### config.mk
export PLATFORM = sky130hd
export DESIGN_NAME = mrc_pipe_sequencer
export DESIGN_NICKNAME = d
export VERILOG_FILES = /design/src/rtl/mrc_pipe_sequencer.sv
export SDC_FILE = /design/constraint.sdc
export NUM_CORES = 1
export LEC_CHECK = 0
export BUFFER_PORTS_ARGS = -buffer_cell sky130_fd_sc_hd__buf_2
export CORE_ASPECT_RATIO = 1.25
export CORE_MARGIN = 2
export CORE_UTILIZATION = 29
export CTS_BUF_LIST = sky130_fd_sc_hd__clkbuf_4 sky130_fd_sc_hd__clkbuf_8 sky130_fd_sc_hd__clkbuf_16
export DETAILED_ROUTE_END_ITERATION = 12
export SYNTH_ARGS = -nofsm -noshare
export SYNTH_HDL_FRONTEND = slang
export SYNTH_SLANG_ARGS = --single-unit
### constraint.sdc
create_clock -name clk -period 5.9 [get_ports clk]
set_input_delay 0.59 -clock clk [delete_from_list [all_inputs] [get_ports clk]]
set_output_delay 0.59 -clock clk [all_outputs]
set_load 0.005 [all_outputs]
### src/rtl/mrc_pipe_sequencer.sv
// Issue/retire controller for the fixed-latency MRC correction pipeline.
// A valid/tag shift register tracks in-flight words; credits bound in-flight plus queued results to the FIFO depth.
module mrc_pipe_sequencer #(
  parameter int PIPE_LAT   = 12,
  parameter int DATA_W     = 18,
  parameter int SGN_W      = 10,
  parameter int TAG_W      = 4,
  parameter int FIFO_DEPTH = 8
) (
  input  logic              clk,
  input  logic              reset,
  input  logic              in_valid,
  input  logic [TAG_W-1:0]  in_tag,
  output logic              in_ready,
  input  logic              flush,
  output logic              pipe_issue,
  input  logic [DATA_W-1:0] pipe_d6,
  input  logic [SGN_W-1:0]  pipe_sgn,
  output logic              out_valid,
  input  logic              out_ready,
  output logic [TAG_W-1:0]  out_tag,
  output logic [DATA_W-1:0] out_d6,
  output logic [SGN_W-1:0]  out_sgn,
  output logic              busy,
  output logic              ovf_err
);

  localparam int PTR_W = $clog2(FIFO_DEPTH);
  localparam int CNT_W = PTR_W + 1;
  localparam int ENT_W = TAG_W + DATA_W + SGN_W;

  logic [PIPE_LAT-1:0] vld_p;
  logic [TAG_W-1:0]    tag_p [PIPE_LAT];
  logic [ENT_W-1:0]    mem [FIFO_DEPTH];
  logic [PTR_W-1:0]    wr_ptr, rd_ptr;
  logic [CNT_W-1:0]    inflight, fifo_count, credits;
  logic                issue, capture, pop, wr_en;

  assign credits    = CNT_W'(FIFO_DEPTH) - inflight - fifo_count;
  assign in_ready   = (credits != '0) & ~flush;
  assign issue      = in_valid & in_ready;
  assign pipe_issue = issue;
  assign capture    = vld_p[PIPE_LAT-1];
  assign out_valid  = (fifo_count != '0);
  assign pop        = out_valid & out_ready;
  // A full FIFO only accepts a capture when the head leaves in the same cycle.
  assign wr_en      = capture & ((fifo_count != CNT_W'(FIFO_DEPTH)) | pop);
  assign busy       = (inflight != '0) | (fifo_count != '0);

  assign {out_tag, out_d6, out_sgn} = out_valid ? mem[rd_ptr] : '0;

  // Control state: issue tracking, FIFO pointers and occupancy counters
  always_ff @(posedge clk or posedge reset) begin
    if (reset) begin
      vld_p      <= '0;
      wr_ptr     <= '0;
      rd_ptr     <= '0;
      inflight   <= '0;
      fifo_count <= '0;
    end else if (flush) begin
      vld_p      <= '0;
      wr_ptr     <= '0;
      rd_ptr     <= '0;
      inflight   <= '0;
      fifo_count <= '0;
    end else begin
      vld_p <= {vld_p[PIPE_LAT-2:0], issue};
      if (wr_en) wr_ptr <= wr_ptr + PTR_W'(1);
      if (pop)   rd_ptr <= rd_ptr + PTR_W'(1);
      case ({issue, capture})
        2'b10:   inflight <= inflight + CNT_W'(1);
        2'b01:   inflight <= inflight - CNT_W'(1);
        default: inflight <= inflight;
      endcase
      case ({wr_en, pop})
        2'b10:   fifo_count <= fifo_count + CNT_W'(1);
        2'b01:   fifo_count <= fifo_count - CNT_W'(1);
        default: fifo_count <= fifo_count;
      endcase
    end
  end

  always_ff @(posedge clk or posedge reset) begin
    if (reset)                 ovf_err <= 1'b0;
    else if (capture & ~wr_en) ovf_err <= 1'b1;
  end

  // Data path: tag shift register and FIFO storage carry no reset
  always_ff @(posedge clk) begin
    tag_p[0] <= in_tag;
    for (int i = 1; i < PIPE_LAT; i++) tag_p[i] <= tag_p[i-1];
    if (wr_en) mem[wr_ptr] <= {tag_p[PIPE_LAT-1], pipe_d6, pipe_sgn};
  end

endmodule

==> flow_summary.toml <==
[outcome]
run_status = "complete, no violations"

[synth]
synthCells = 606
yosys_most_used_dff = "edfxtp_1"
syn_area_um2 = 12200
synth.distinct_cells = 41
ys_ff_latch = 331
synth_area_leaders = "edfxtp_1, mux4_2, dfxtp_1, dfrtp_1, mux2i_1"
synth_edf_count = 256
synth.top_cell.area_share = 0.631
async_reset_ff_frac = 0.0816
yosysTopAreaCell = "edfxtp_1"
synth_area_per_cell_um2 = 20.1
syn_nets = 656
seq_area_frac_synth = 0.766
ys_warn_count = 0

[sta]
period_minus_slack_ns = 3.68
finalClockSkew_ns = 0.0177
slew_violations = 0
finalCritPeriodShare = 0.623
maxSlewHeadroom = 0.289
rsz0062_at_grt = "no"
hold_viol_final = 0
tns_ns = 0
finalSetupViolations = 0
worstMarginPinSlew_ns = 1.07
max_freq_ghz = 0.272

[pwr]
ir_drop_v = 0.000192
p_clk_frac = 0.357
power.internal_mw = 4.28
p_leak_nw = 4.88
swShare = 0.269
comb_power_share = 0.186
p_sw_mw = 1.57
power_density_nw_per_um2 = 407
power.total_mw = 5.85
seqPwrFrac = 0.456

[place]
io_buffers = 73
hpwl_um = 13300
gp_congestion = 0.724

[route]
drc = 0
wirelength_um = 23700
drtAntennaViolNets = 0
routed_via_density = 4.42
drt-initial-drc-count = 327
num_vias = 5647
dr.pass1.iters = 4
post_drt_wl_per_cell_um = 18.5

[setup_path]
worst-setup-path-type = "register to register"
cp_max_fo = 6
path_common_cell = "ha_1"
path_cells = "ha_1, inv_1, ha_1, fa_1, or3_1, o211a_4, nor2_1, ha_1, a21o_1, a21oi_1, nor2_1, mux2i_1, mux2_1"
slowest_delay_ns = 0.47
critPathRequiredTime_ns = 6.32
slowest_stage = "dfrtp_1"
start_kind = "register"
arrival_ns = 4.09
end_kind = "register"

[clock_network]
tritoncts = "done"
root_buffer = "clkbuf_16"
cts_sinks = 331
cts_htree_levels = 2
clk_pin_slew_worst_paths_ns = 0.06
ctsResizeCount = 0
clkLatencyLatePin_ns = 0.53
clockBufferDepth = 3
cts_setup_buffers = 0
cts_hold_buf = 0
cts_made_buffers = 35

[global_route]
grt_first_pass_wirelength_um = 36100
grt_pass1_vias = 5895
overflow = 0
grt_max_degree = 53
grt_usage = 0.110
antenna_found_initial = 2

[final_layout]
n_fill_cell = 3849
fin_nets = 753
areaGrowthSynthToFinish_pct = 18.1
drive_gt1_frac = 0.309
insertedDiodeCount = 0

[floorplanning]
placementRows = 83
dieArea_um2 = 43700
die_x_um = 187
die_h_um = 233
io_pins = 74
initial_utilization = 0.295
core-area_um2 = 41200

[flow_run]
max_cap_viol_count = 0

[worst_hold_path]
hp-class = "input pin to register"
[cells in the mapped netlist (2+ instances only)]
library cell	n
dfrtp_1	27
mux2i_1	36
xnor2_2	3
or3_1	2
inv_1	10
a21o_1	2
clkbuf_1	13
mux4_2	64
xor2_1	5
buf_1	4
edfxtp_1	256
nand3_1	4
buf_2	7
nor3_1	4
nor2_1	51
nand2b_1	4
xnor2_1	2
nand2_1	15
fa_1	3
nor2b_1	12
ha_1	10
a21oi_1	6
dfxtp_1	48
[routing by layer]
layer	share of wire	vias to the layer above	GRT usage
li1	-	2562	-
met1	0.43	2959	0.137
met2	0.50	82	0.189
met3	0.040	40	0.0264
met4	0.021	4	0.0350
met5	0.0013	-	0
[metrics by stage]
stage	instance area [um^2]	setup WS (ns)	hold WS [ns]	cells	util
after floorplan	12200	2.16	0.310	606	-
after global placement	13300	2.29	0.310	1218	0.322
after detailed placement	13300	2.21	0.312	1218	0.322
after CTS	14400	2.07	0.122	1279	0.349
after global routing	14400	1.91	0.128	1279	0.349
final	14400	2.22	0.154	1279	0.349
[power by group through the flow]
| stage | Clock, mW | Sequential (mW) | Combinational, mW |
|---|---|---|---|
| finish | 2.09 | 2.67 | 1.09 |
| global route | 2.25 | 2.69 | 1.21 |
| CTS | 2.16 | 2.68 | 1.13 |
| detailed placement | 0 | 2.73 | 1.12 |
| global placement | 0 | 2.73 | 1.12 |
| floorplan | 0 | 2.63 | 0.795 |
[cell families after synthesis]
family          share of synthesized area
flops                               0.766
mux                                 0.150
simple gates                       0.0362
buf+inv                            0.0124
compound gates                     0.0114
fa+ha+maj                          0.0152
xor+xnor                          0.00904
[worst paths after layout]
kind / from / endpoint / slack [ns] / cells after the start
worst min-delay path: in_tag[2] / tag_p[0][2] / 0.15 / 1
worst max register to register: fifo_count[1] / inflight[3] / 2.22 / 13
worst max-delay path: fifo_count[1] / inflight[3] / 2.22 / 13
min in group asynchronous: reset / vld_p[1] / 0.32 / 2
worst min register to register: tag_p[1][13] / tag_p[2][1] / 0.32 / 0
max in group asynchronous: reset / rd_ptr[0] / 4.81 / 2
[flip-flops by register name, summed over array words and instances (netlist names)]
| name | flops |
|---|---|
| rd_ptr | 3 |
| mem | 256 |
| ovf_err | 1 |
| inflight | 4 |
| fifo_count | 4 |
| vld_p | 12 |
| tag_p | 48 |
| wr_ptr | 3 |
[cell type report]
cell class	count	area (um^2)	share of cell area
Clock buffer	39	906	0.0630
Timing Repair Buffer	85	455	0.0317
Tap cell	552	691	0.0480
Inverter	11	41.3	0.00287
Clock inverter	22	198	0.0137
Multi-Input combinational cell	239	2760	0.192
Sequential cell	331	9330	0.649
[critical path: cells and delay by family (launching register included)]
| family | cells | cell delay, ns |
|---|---|---|
| simple gates | 3 | 0.70 |
| buf+inv | 1 | 0.04 |
| fa+ha+maj | 4 | 1.25 |
| flops | 1 | 0.47 |
| compound gates | 3 | 0.61 |
| mux | 2 | 0.49 |
[cells in the final DEF, fill, tap and decap left out, types with 2 or more instances in the layout]
cell | netlist | routed
nand2_1 | 15 | 15
ha_1 | 10 | 10
xnor2_1 | 2 | 2
dfrtp_1 | 27 | 24
nor2_4 | 0 | 6
buf_2 | 7 | 73
nand2b_1 | 4 | 4
dfrtp_2 | 0 | 2
clkinv_1 | 0 | 8
xnor2_2 | 3 | 3
clkinv_8 | 0 | 2
nor2_1 | 51 | 45
edfxtp_1 | 256 | 256
xor2_1 | 5 | 5
clkbuf_16 | 0 | 35
or3_1 | 2 | 2
nand3_1 | 4 | 4
buf_4 | 0 | 12
nor3_1 | 4 | 2
nor2b_1 | 12 | 12
dfxtp_1 | 48 | 48
inv_1 | 10 | 10
a21o_1 | 2 | 2
clkinv_4 | 0 | 2
mux2i_1 | 36 | 36
clkinv_2 | 0 | 6
nor3_2 | 0 | 2
bufinv_16 | 0 | 2
fa_1 | 3 | 3
clkbuf_4 | 0 | 4
mux4_2 | 64 | 64
a21oi_1 | 6 | 6
Power figures use the tool's default switching activity.
